`src/rtl/vga_fb_arbiter.sv`:
```
// Frame-buffer arbiter: the display always owns the single-port RAM when it asks;
// the coprocessor gets every remaining cycle. Reads return through a tag pipeline
// aligned with the RAM latency, and a sticky flag reports coprocessor starvation.
module vga_fb_arbiter #(
   parameter int ADDR_W       = 17,
   parameter int DATA_W       = 8,
   parameter int RD_LAT       = 1,
   parameter int STARVE_LIMIT = 1024
) (
   input  logic              CLK,
   input  logic              RST,
   input  logic              DISP_REQ,
   input  logic [ADDR_W-1:0] DISP_ADDR,
   output logic              DISP_RVALID,
   output logic [DATA_W-1:0] DISP_RDATA,
   input  logic              CP_REQ,
   input  logic              CP_WE,
   input  logic [ADDR_W-1:0] CP_ADDR,
   input  logic [DATA_W-1:0] CP_WDATA,
   output logic              CP_GNT,
   output logic              CP_RVALID,
   output logic [DATA_W-1:0] CP_RDATA,
   output logic [ADDR_W-1:0] MEM_ADDR,
   output logic              MEM_WE,
   output logic [DATA_W-1:0] MEM_WDATA,
   input  logic [DATA_W-1:0] MEM_RDATA,
   output logic              STARVE_ERR
);

   localparam logic [1:0] OWN_NONE = 2'd0;
   localparam logic [1:0] OWN_DISP = 2'd1;
   localparam logic [1:0] OWN_CP   = 2'd2;

   localparam int CNT_W = $clog2(STARVE_LIMIT + 1);
   localparam logic [CNT_W-1:0] CNT_MAX = CNT_W'(STARVE_LIMIT);

   logic [1:0]        r_own;
   logic [ADDR_W-1:0] r_mem_addr;
   logic              r_mem_we;
   logic [DATA_W-1:0] r_mem_wdata;
   logic [1:0]        r_tag [1:RD_LAT];
   logic              r_disp_rvalid;
   logic [DATA_W-1:0] r_disp_rdata;
   logic              r_cp_rvalid;
   logic [DATA_W-1:0] r_cp_rdata;
   logic [CNT_W-1:0]  r_starve_cnt;
   logic              r_starve_err;

   logic [1:0]        w_tag0;
   logic [1:0]        w_tag_end;
   logic [CNT_W-1:0]  w_cnt_inc;

   assign CP_GNT      = CP_REQ & ~DISP_REQ & ~RST;
   assign MEM_ADDR    = r_mem_addr;
   assign MEM_WE      = r_mem_we;
   assign MEM_WDATA   = r_mem_wdata;
   assign DISP_RVALID = r_disp_rvalid;
   assign DISP_RDATA  = r_disp_rdata;
   assign CP_RVALID   = r_cp_rvalid;
   assign CP_RDATA    = r_cp_rdata;
   assign STARVE_ERR  = r_starve_err;

   // The owner register doubles as tag stage 0: it is valid in the same cycle
   // as the registered MEM_ADDR, so only RD_LAT further stages are needed.
   assign w_tag0    = {r_own == OWN_DISP, (r_own == OWN_CP) & ~r_mem_we};
   assign w_tag_end = r_tag[RD_LAT];

   assign w_cnt_inc = (r_starve_cnt == CNT_MAX) ? r_starve_cnt : r_starve_cnt + 1'b1;

   // Owner selection and registered RAM command; address holds when idle
   always_ff @(posedge CLK) begin
      if (RST) begin
         r_own       <= OWN_NONE;
         r_mem_addr  <= '0;
         r_mem_we    <= 1'b0;
         r_mem_wdata <= '0;
      end else if (DISP_REQ) begin
         r_own      <= OWN_DISP;
         r_mem_addr <= DISP_ADDR;
         r_mem_we   <= 1'b0;
      end else if (CP_REQ) begin
         r_own       <= OWN_CP;
         r_mem_addr  <= CP_ADDR;
         r_mem_we    <= CP_WE;
         r_mem_wdata <= CP_WDATA;
      end else begin
         r_own    <= OWN_NONE;
         r_mem_we <= 1'b0;
      end
   end

   // Read tag pipeline, end stage lines up with valid MEM_RDATA
   always_ff @(posedge CLK) begin
      if (RST) begin
         for (int unsigned i = 1; i <= RD_LAT; i++) r_tag[i] <= '0;
      end else begin
         r_tag[1] <= w_tag0;
         for (int unsigned i = 2; i <= RD_LAT; i++) r_tag[i] <= r_tag[i-1];
      end
   end

   // Capture returning read data into the tagged requester's outputs
   always_ff @(posedge CLK) begin
      if (RST) begin
         r_disp_rvalid <= 1'b0;
         r_disp_rdata  <= '0;
         r_cp_rvalid   <= 1'b0;
         r_cp_rdata    <= '0;
      end else begin
         r_disp_rvalid <= w_tag_end[1];
         r_cp_rvalid   <= w_tag_end[0];
         if (w_tag_end[1]) r_disp_rdata <= MEM_RDATA;
         if (w_tag_end[0]) r_cp_rdata   <= MEM_RDATA;
      end
   end

   // Saturating count of blocked coprocessor cycles and sticky error flag
   always_ff @(posedge CLK) begin
      if (RST) begin
         r_starve_cnt <= '0;
         r_starve_err <= 1'b0;
      end else if (CP_REQ & DISP_REQ) begin
         r_starve_cnt <= w_cnt_inc;
         if (w_cnt_inc == CNT_MAX) r_starve_err <= 1'b1;
      end else begin
         r_starve_cnt <= '0;
      end
   end

endmodule

```
`config.mk`:
```
export PLATFORM = sky130hd
export DESIGN_NAME = vga_fb_arbiter
export DESIGN_NICKNAME = d
export VERILOG_FILES = /design/src/rtl/vga_fb_arbiter.sv
export SDC_FILE = /design/constraint.sdc
export NUM_CORES = 1
export LEC_CHECK = 0
export BUFFER_PORTS_ARGS = -buffer_cell sky130_fd_sc_hd__buf_2
export CAP_MARGIN = 20
export CORE_ASPECT_RATIO = 0.9
export CORE_MARGIN = 8
export CORE_UTILIZATION = 45
export DETAILED_ROUTE_END_ITERATION = 16
export HOLD_SLACK_MARGIN = 0.15
export PLACE_DENSITY = 0.86
export REMOVE_ABC_BUFFERS = 1
export SKIP_CTS_REPAIR_TIMING = 1
export SLEW_MARGIN = 30
export SYNTH_ARGS = -nofsm -noshare
export SYNTH_HDL_FRONTEND = slang
export SYNTH_SLANG_ARGS = --single-unit
```
`constraint.sdc`:
```
create_clock -name CLK -period 2.65 [get_ports CLK]
set_input_delay 0.265 -clock CLK [delete_from_list [all_inputs] [get_ports CLK]]
set_output_delay 0.265 -clock CLK [all_outputs]
set_load 0.01 [all_outputs]
```
==> results.ini <==
[run]
drv_cap = 0

[timing]
final_max_slew_viol_count = 0
finalCritPeriodShare = 0.793
worst_slew_margin_rel = 0.624
period_needed_ps = 2100
setup_tns_ps = 0
setup_viol = 0
whs_ps = 165
max_freq_mhz = 476
finalHoldViolations = 0
fin_skew_ps = 7.24
tightest_slew_ps = 564
rsz0062_at_grt = false
timing.final.ws_setup_ps = 548

[detailed_routing]
drc = 0
drtPass1Iterations = 4
num_vias = 2224
wl_per_cell_um = 13.9
wl_mm = 6.22
drtIter0Drc = 114
final_antenna_net_count = 0
vias_per_cell = 4.95

[floorplanning]
fp.dieH_um = 86.4
std_cell_rows = 25
coreArea_mm2 = 0.00529
initial_core_util = 0.469
die_x_um = 94.2
pin_count = 101
die-area_mm2 = 0.00814

[pwr]
clkPwrFrac = 0.461
combPwrFrac = 0.092
p_per_area_mw_per_mm2 = 656
ir_worst_vdd_mv = 0.455
power.net_switching_w = 0.000482
p_total_w = 0.00214
swShare = 0.226
intPower_w = 0.00166
p_leak_nw = 1.52
sequentialPowerShare = 0.446

[clock_tree]
cts.sinks = 60
cts_made_buffers = 9
cts-root-buf = clkbuf_8
cts_max_level = 3
clk_latency_ps = 330
clock_path_buffers = 2
clk_pin_slew_worst_paths_ps = 70
cts_tree = built

[placed_design]
port_buffers = 100
place_area_mm2 = 0.00300
dp_slack_ps = 595
hpwl_mm = 4.57
place.gp.congestion = 0.801

[setup_path]
path_cells = inv_1, ha_1, nor3b_1, and3_1, mux2i_1, or4_1, o32ai_1
cpMaxStageDelayCell = or4_1
end_kind = flip-flop
crit_type = reg -> reg
critPathRequiredTime_ps = 2890
worstPathMaxFanout = 5
cp_data_arrival_time_ps = 2340
slowest_delay_ps = 530
path_depth = 7
reg2reg_depth = 7
crit_path_start_kind = flip-flop
critPathTopFamily = simple AND/OR/NAND/NOR gates
cp.buffers_inverters = 1

[global_routing]
first_global_vias = 2148
grt_max_degree = 49
grt-ovfl-total = 0
grt_first_pass_wirelength_mm = 9.96
antenna_found_initial = 0
groute.usage.overall = 0.152

[layout]
seq_area_mm2 = 0.00120
layout-drive-gt1-share = 0.317
finalInstanceArea_mm2 = 0.00326
multi_input_comb_area_mm2 = 0.00117
nets = 434
fillers = 453
n_antenna_cell = 0
area_delta_synth_final_pct = 31.5

[worst_hold_path]
min_path_type = in -> reg
worstHoldPathCells = 3

[logic_synthesis]
ys_seq_area_frac = 0.485
syn_area_per_cell_um2 = 8.88
syn_area_mm2 = 0.00248
yosys.cell_types.count = 32
ys_warn_count = 0
synth_seq_cells = 60
synth_cells = 279

[status]
status = finished clean

## per-layer routing
| metal | up-vias | global-route usage | share of wire |
|---|---|---|---|
| met5 | - | 0 | 0 |
| met4 | 0 | 0.0647 | 0.027 |
| met3 | 21 | 0.0613 | 0.092 |
| met2 | 75 | 0.258 | 0.48 |
| met1 | 1008 | 0.164 | 0.40 |
| li1 | 1120 | - | - |
## power groups by stage
stage          combinational [W]  sequential [W]  clock (W)
2_1_floorplan          0.0000701        0.000987          0
3_3_place_gp            0.000190        0.000973          0
3_5_place_dp            0.000195        0.000975          0
4_1_cts                 0.000197        0.000954    0.00101
5_1_grt                 0.000218        0.000958    0.00104
6_report                0.000197        0.000954   0.000986
## flip-flops by register name (all words and copies together), names as in the netlist
signal,count
CP_RDATA,8
MEM_WE,1
MEM_ADDR,17
DISP_RVALID,1
DISP_RDATA,8
CP_RVALID,1
MEM_WDATA,8
r_own,2
r_tag,2
r_starve_cnt,11
STARVE_ERR,1
## kinds of logic after synthesis
logic type / Yosys count / share of synthesized area
simple gates: 116 / 0.217
flops: 60 / 0.485
mux: 35 / 0.141
compound gates: 33 / 0.0707
buf+inv: 23 / 0.0414
xor+xnor: 10 / 0.0353
fa+ha+maj: 2 / 0.0101
## cells in the mapped netlist
cell type	number	area share
nand2_1	21	0.032
nor2_1	62	0.094
buf_6	2	0.0091
and2b_4	1	0.0040
or2_2	1	0.0025
xnor2_1	5	0.018
buf_2	1	0.0020
inv_1	5	0.0076
a31oi_1	2	0.0050
o31ai_1	1	0.0030
and3_1	4	0.010
nand4_1	2	0.0050
o22ai_1	1	0.0025
and2_1	3	0.0076
o32ai_1	1	0.0035
nand3_1	2	0.0040
nand2b_1	3	0.0076
mux2i_1	35	0.14
ha_1	2	0.010
nor3b_1	2	0.0061
or4_1	1	0.0030
buf_1	4	0.0061
nor4b_1	2	0.0071
and4_1	1	0.0035
a21oi_1	28	0.057
nor2b_1	6	0.015
clkbuf_1	11	0.017
xor2_1	5	0.018
dfxtp_1	60	0.48
nor3_4	1	0.0066
and2_0	1	0.0025
nor3_1	3	0.0061
## stage by stage
stage | std cells | utilization
2_1_floorplan | 261 | -
3_3_place_gp | 431 | 0.568
3_5_place_dp | 431 | 0.568
4_1_cts | 447 | 0.613
5_1_grt | 449 | 0.617
6_report | 449 | 0.617
## cells in the final DEF (no fill, tap or decap), drive strengths merged
| cell | instances |
|---|---|
| buf | 103 |
| nor2 | 62 |
| dfxtp | 60 |
| mux2i | 35 |
| a21oi | 28 |
| nand2 | 21 |
| clkbuf | 10 |
| nor2b | 6 |
| inv | 6 |
| xor2 | 5 |
| xnor2 | 5 |
| and3 | 4 |
| and2 | 4 |
| nor3 | 4 |
| nand2b | 3 |
| bufinv | 3 |
| nand3 | 2 |
| nor3b | 2 |
| nor4b | 2 |
| nand4 | 2 |
| a31oi | 2 |
| ha | 2 |
| dlygate4sd3 | 2 |
| and4 | 1 |
| and2b | 1 |
| or2 | 1 |
| o22ai | 1 |
| or4 | 1 |
| o31ai | 1 |
| o32ai | 1 |
| clkinvlp | 1 |
| clkinv | 1 |
## worst reg2reg max path, cell delays in order (launching register included)
cell and delay [ps]:
dfxtp_1 380, inv_1 120, ha_1 200, nor3b_1 120, and3_1 240, mux2i_1 140
or4_1 530, o32ai_1 280
## final timing paths
check	startpoint	to	slack (ps)
min	DISP_ADDR[8]	MEM_ADDR[8]	160
min reg2reg	r_own[1]	r_tag[1][1]	430
max	r_starve_cnt[0]	STARVE_ERR	550
max reg2reg	r_starve_cnt[0]	STARVE_ERR	550
## cell type report
class                           instances  share of cell area
Multi-Input combinational cell        196               0.360
Sequential cell                        60               0.368
Inverter                                5             0.00576
Tap cell                               67              0.0257
Clock buffer                           10              0.0391
Clock inverter                          6              0.0342
Timing Repair Buffer                  105               0.167
Note: power is estimated with default switching activity, not from simulation.
